==> config.mk <==
export PLATFORM = sky130hd
export DESIGN_NAME = mem_arbiter
export DESIGN_NICKNAME = d
export VERILOG_FILES = /design/src/rtl/cpu_pkg.sv /design/src/rtl/mem_arbiter.sv
export SDC_FILE = /design/constraint.sdc
export NUM_CORES = 1
export LEC_CHECK = 0
export ABC_CLOCK_PERIOD_IN_PS = 2490
export CAP_MARGIN = 20
export CORE_UTILIZATION = 40
export CTS_BUF_LIST = sky130_fd_sc_hd__clkbuf_2 sky130_fd_sc_hd__clkbuf_4 sky130_fd_sc_hd__clkbuf_8
export DETAILED_ROUTE_END_ITERATION = 10
export PLACE_DENSITY = 0.79
export SYNTH_ARGS = -nofsm -noshare
export SYNTH_HDL_FRONTEND = slang
export SYNTH_SLANG_ARGS = --single-unit
==> constraint.sdc <==
create_clock -name clk -period 2.49 [get_ports clk]
set_clock_uncertainty 0.1 [all_clocks]
set_input_delay 0.498 -clock clk [delete_from_list [all_inputs] [get_ports clk]]
set_output_delay 0.498 -clock clk [all_outputs]
set_load 0.005 [all_outputs]
==> src/rtl/cpu_pkg.sv <==
// Shared definitions for the memory-port sequencer: FSM states, access-size
// encodings and the memory-mapped IO page.
package cpu_pkg;

  typedef enum logic [1:0] {
    ST_IDLE,
    ST_FETCH,
    ST_LOAD,
    ST_STORE
  } arb_state_e;

  // d_size encodings
  localparam logic [1:0] SZ_B = 2'd0;
  localparam logic [1:0] SZ_H = 2'd1;
  localparam logic [1:0] SZ_W = 2'd2;

  // Address bits [17:16] == IO_PAGE select the memory-mapped IO space
  localparam logic [1:0]  IO_PAGE      = 2'b11;
  localparam logic [31:0] IO_UART_DATA = 32'h0003_0000;
  localparam logic [31:0] IO_UART_STAT = 32'h0003_0004;

  // Number of byte beats for a data access; the unused code 3 is treated as word
  function automatic logic [2:0] beats_for(input logic [1:0] size);
    case (size)
      SZ_B:    return 3'd1;
      SZ_H:    return 3'd2;
      default: return 3'd4;
    endcase
  endfunction

  function automatic logic is_io(input logic [31:0] addr);
    return addr[17:16] == IO_PAGE;
  endfunction

endpackage

==> src/rtl/mem_arbiter.sv <==
// Arbitrates the single byte-wide memory port between instruction fetch and
// the load/store buffer, serialising each access into byte beats and
// assembling read data little-endian.
module mem_arbiter
  import cpu_pkg::*;
(
  input  logic        clk,
  input  logic        rst,
  input  logic        rdy,
  input  logic        flush,
  input  logic        if_req,
  input  logic [31:0] if_addr,
  output logic        if_valid,
  output logic [31:0] if_data,
  input  logic        d_req,
  input  logic        d_we,
  input  logic [1:0]  d_size,
  input  logic [31:0] d_addr,
  input  logic [31:0] d_wdata,
  output logic        d_done,
  output logic [31:0] d_rdata,
  input  logic [7:0]  ram_din,
  output logic [7:0]  ram_dout,
  output logic [31:0] ram_addr,
  output logic        ram_wr,
  input  logic        io_buffer_full
);

  arb_state_e  state;
  logic [2:0]  k;          // reads: cycle index within access; stores: beats issued
  logic [2:0]  n_beats;
  logic [31:0] base;
  logic [31:0] wdata_q;
  logic [31:0] rd_buf;
  logic        last_data;  // 1 = the most recent grant went to the data side

  // When rdy drops, the byte already on ram_din would be overwritten by the
  // held address before it is consumed; keep it for the first resumed sample.
  logic [7:0]  skid_din;
  logic        skid_vld;

  logic        fetch_ok;
  logic        grant_data;
  logic        grant_fetch;
  logic [7:0]  din_eff;
  logic [1:0]  lane_idx;
  logic [31:0] buf_next;
  logic        io_stall;

  // Grant decision: flush masks fetch, and on a tie the side not granted last wins
  always_comb begin
    fetch_ok    = if_req & ~flush;
    grant_data  = d_req & (~fetch_ok | ~last_data);
    grant_fetch = fetch_ok & ~grant_data;
  end

  // Insert the returning byte into its lane of the read buffer
  always_comb begin
    // NOTE: every always_comb output gets a default first so no latch is inferred.
    buf_next = rd_buf;
    din_eff  = skid_vld ? skid_din : ram_din;
    lane_idx = k[1:0] - 2'd2;  // byte addressed in cycle j+1 returns in cycle j+2
    buf_next[{lane_idx, 3'b000} +: 8] = din_eff;
    io_stall = is_io(base) & io_buffer_full;
  end

  // Sequencer FSM with registered memory-bus and completion outputs
  always_ff @(posedge clk or negedge rst) begin
    // NOTE: sequential state uses non-blocking assignments so all registers update together.
    if (!rst) begin
      state     <= ST_IDLE;
      k         <= '0;
      n_beats   <= '0;
      base      <= '0;
      wdata_q   <= '0;
      rd_buf    <= '0;
      last_data <= 1'b0;
      skid_din  <= '0;
      skid_vld  <= 1'b0;
      if_valid  <= 1'b0;
      if_data   <= '0;
      d_done    <= 1'b0;
      d_rdata   <= '0;
      ram_dout  <= '0;
      ram_addr  <= '0;
      ram_wr    <= 1'b0;
    end else if (!rdy) begin
      ram_wr <= 1'b0;
      if (!skid_vld) begin
        skid_din <= ram_din;
        skid_vld <= 1'b1;
      end
    end else begin
      skid_vld <= 1'b0;
      if_valid <= 1'b0;
      d_done   <= 1'b0;
      ram_wr   <= 1'b0;

      case (state)
        ST_IDLE: begin
          if (grant_data) begin
            last_data <= 1'b1;
            base      <= d_addr;
            wdata_q   <= d_wdata;
            n_beats   <= beats_for(d_size);
            rd_buf    <= '0;
            ram_addr  <= d_addr;
            if (d_we) begin
              state <= ST_STORE;
              if (is_io(d_addr) && io_buffer_full) begin
                k <= 3'd0;
              end else begin
                ram_wr   <= 1'b1;
                ram_dout <= d_wdata[7:0];
                k        <= 3'd1;
              end
            end else begin
              state <= ST_LOAD;
              k     <= 3'd1;
            end
          end else if (grant_fetch) begin
            last_data <= 1'b0;
            base      <= if_addr;
            n_beats   <= 3'd4;
            rd_buf    <= '0;
            ram_addr  <= if_addr;
            k         <= 3'd1;
            state     <= ST_FETCH;
          end
        end

        ST_FETCH, ST_LOAD: begin
          if (state == ST_FETCH && flush) begin
            state <= ST_IDLE;
          end else begin
            if (k < n_beats) ram_addr <= base + 32'(k);
            if (k >= 3'd2)   rd_buf   <= buf_next;
            if (k == n_beats + 3'd1) begin
              state <= ST_IDLE;
              if (state == ST_FETCH) begin
                if_valid <= 1'b1;
                if_data  <= buf_next;
              end else begin
                d_done  <= 1'b1;
                d_rdata <= buf_next;
              end
            end else begin
              k <= k + 3'd1;
            end
          end
        end

        ST_STORE: begin
          if (k == n_beats) begin
            d_done <= 1'b1;
            state  <= ST_IDLE;
          end else if (!io_stall) begin
            ram_wr   <= 1'b1;
            ram_addr <= base + 32'(k);
            ram_dout <= wdata_q[{k[1:0], 3'b000} +: 8];
            k        <= k + 3'd1;
          end
        end

        default: state <= ST_IDLE;
      endcase
    end
  end

endmodule

==> flow_metrics.env <==
export IMPL_status="finished clean"
export IMPL_cts_tree="yes"
export IMPL_final_nets=1356
export IMPL_yosysTopAreaCellShare_pct=52.33
export IMPL_initial_core_util_pct=40.67
export IMPL_synth_mux_area_share_pct=18.29
export IMPL_syn_avg_cell_area_um2=11.08
export IMPL_hold_path_class="in2async"
export IMPL_numCtsBuffers=39
export IMPL_synth_net_count=1086
export IMPL_async_reset_ff_share_pct=100.0
export IMPL_grt_overflow_total=0
export IMPL_r2r_cells=7
export IMPL_critPathRequiredTime_ns=2.80
export IMPL_grt_usage_pct=20.37
export IMPL_slew_headroom_pct=60.51
export IMPL_drv_cap=0
export IMPL_crit_path_end_kind="register"
export IMPL_r2r_start="k[2]$_DFFE_PN0P_"
export IMPL_placementRows=59
export IMPL_synth_edf_count=0
export IMPL_synth_cell_types=54
export IMPL_die_w_um=164.5
export IMPL_insertion_delay_ns=0.53
export IMPL_yosysTopAreaCell="dfrtp_1"
export IMPL_num_io_pins=221
export IMPL_drt_iter0_markers=485
export IMPL_ir_drop_v=0.0006187
export IMPL_slowest_delay_ns=0.45
export IMPL_syn_inst=954
export IMPL_path_clk_slew_ns=0.06
export IMPL_gp_congestion=0.8466
export IMPL_worstSetupEndpoint="d_rdata[14]$_DFFE_PN0P_"
export IMPL_die_area_um2=27070
export IMPL_setup_violations_final=0
export IMPL_rsz0062_at_grt="false"
export IMPL_via_count=8190
export IMPL_cp_max_fo=32
export IMPL_synthXorXnorAreaFrac_pct=2.794
export IMPL_synth_top_family_by_area="multiplexers"
export IMPL_numPortBuffers=220
export IMPL_hpwl_um=19630
export IMPL_crit_slowest_cell="xor3_1"
export IMPL_synthToLayoutAreaGrowth_pct=36.37
export IMPL_ant_nets=0
export IMPL_wirelength_um=27030
export IMPL_startpoint="k[2]$_DFFE_PN0P_"
export IMPL_synthTopCellsByCount="221 x dfrtp_1, 136 x nand2_1, 115 x o21ai_0, 77 x mux2_2, 45 x mux2i_1"
export IMPL_fin_cells=1588
export IMPL_routed_via_density=5.157
export IMPL_fmax_ghz=0.4210
export IMPL_post_drt_wl_per_cell_um=17.02
export IMPL_grt_max_degree=72
export IMPL_grt_pass1_vias=8253
export IMPL_die_h_um=164.5
export IMPL_dpl_instance_area_um2=13450
export IMPL_antenna_cells=0
export IMPL_dp_cells=1513
export IMPL_critical_path_arrival_ns=2.68
export IMPL_syn_cell_area_um2=10570
export IMPL_fin_crit_sh_pct=95.39
export IMPL_final_cell_area_um2=14410
export IMPL_synth_compound_area_share_pct=10.18
export IMPL_final_hold_viol_count=0
export IMPL_coreArea_um2=25980
export IMPL_powerDensity_nw_per_um2=1018
export IMPL_timing_rr_end="d_rdata[14]$_DFFE_PN0P_"
export IMPL_start_kind="register"
export IMPL_setup_ws_ns=0.1148
export IMPL_grt_pass1_wl_um=43200
export IMPL_r2r_slack_ns=0.11
export IMPL_ctsHtreeMaxLevel=2
export IMPL_synthTopCellsByArea="dfrtp_1 52%, mux2_2 8.2%, o21ai_0 5.4%, nand2_1 4.8%, mux2i_1 4.3%"
export IMPL_route_detailed_drc=0
export IMPL_cts_path_max_buffers=3
export IMPL_worstMarginPinSlew_ns=0.5884
export IMPL_synth_warnings=0
export IMPL_cts_root_buf="clkbuf_8"
export IMPL_maxSlewViolCount=0
export IMPL_yosys_area_share_simple_pct=10.47
export IMPL_period_needed_ns=2.375
export IMPL_antenna_found_initial=0
export IMPL_synth_fa_ha_area_share_pct=2.202
export IMPL_path_cells="xor3_1 -> nor3_2 -> and2_2 -> nand2_1 -> nor2_4 -> buf_12 -> mux2_2"
export IMPL_crit_type="reg2reg"
export IMPL_place_ws_ns=-0.1956
export IMPL_finalSetupTns_ns=0
export IMPL_synth_seq_cells=221
export IMPL_cts_sinks=221
export IMPL_first_pass_iters=6
export IMPL_drive_gt1_share_pct=20.35
export IMPL_yosys_cell_count_top_type="dfrtp_1"
export IMPL_synth_sequential_area_ratio_pct=52.33
export IMPL_synth_flop_cell="dfrtp_1"
export IMPL_power_leakage_uw=0.006482
## flip-flops by register name, indices dropped and copies added (netlist names), 2 cells and up
register	flops
k	3
state	2
base	32
if_data	32
ram_addr	32
ram_dout	8
skid_din	8
d_rdata	32
n_beats	3
rd_buf	32
wdata_q	32
## routing by layer
| layer | part of all wire (%) | GRT usage (%) |
|---|---|---|
| met1 | 44 | 27.24 |
| met2 | 48 | 33.61 |
| met3 | 5.5 | 3.491 |
| met4 | 2.1 | 6.422 |
| met5 | 0 | 0 |
## power by group
part	internal (µW)	switching [µW]
clock network	2250	1520
logic	2820	2520
registers	4720	848
## cells in the final DEF (no fill, tap or decap), drive strengths merged, types with 7 or more instances in the layout
master,n
inv,41
clkdlybuf4s50,219
nand2,136
mux2,106
a21oi,24
nor2,31
ha,17
o21ai,119
xor2,11
dfrtp,221
nand3,25
mux4,8
nand4,12
mux2i,45
clkinv,9
clkbuf,58
nor3,7
o22ai,32
buf,57
xnor2,20
## stage by stage
step           hold WS [ns]  total power [µW]  utilization (%)
2_1_floorplan        0.1024              8460                -
3_3_place_gp         0.2940             10700            51.77
3_5_place_dp         0.2954             10950            51.77
4_1_cts              0.3318             14780            55.23
5_1_grt              0.3582             15660            55.46
6_report             0.3445             14680            55.46
## worst min-delay path by stage
stage	to	startpoint
floorplan	base[0]$_DFFE_PN0P_	rst
global placement	if_data[11]$_DFFE_PN0P_	rst
detailed placement	if_data[16]$_DFFE_PN0P_	rst
CTS	if_data[8]$_DFFE_PN0P_	rst
global route	if_data[9]$_DFFE_PN0P_	rst
finish	if_data[8]$_DFFE_PN0P_	rst
## timing repair
action	CTS	global route
pin swaps	1	2
hold buffers	1	0
resized for setup	0	9
buffers inserted	0	4
endpoints found under the setup margin	2	92
hold endpoints to repair	32	0
## final cells by class
cell class	instances	area, µm²
Clock inverter	12	141.4
Tap cell	335	419.2
Multi-Input combinational cell	643	4667
Timing Repair Buffer	277	2745
Sequential cell	221	5533
Fill cell	2243	11570
Inverter	42	157.7
Clock buffer	58	748.2
## cell families after synthesis
| logic type | Yosys count |
|---|---|
| compound gates | 193 |
| xor+xnor | 32 |
| fa+ha+maj | 18 |
| buf+inv | 90 |
| flops | 221 |
| mux | 159 |
| simple gates | 241 |
## worst max-delay path, delay by kind of cell (launching register included)
family | cells | cell delay (ns)
multiplexers | 1 | 0.37
flip-flops | 1 | 0.44
XOR/XNOR | 1 | 0.45
buffers and inverters | 1 | 0.21
AND/OR/NAND/NOR | 4 | 0.65
Power figures use the tool's default switching activity.
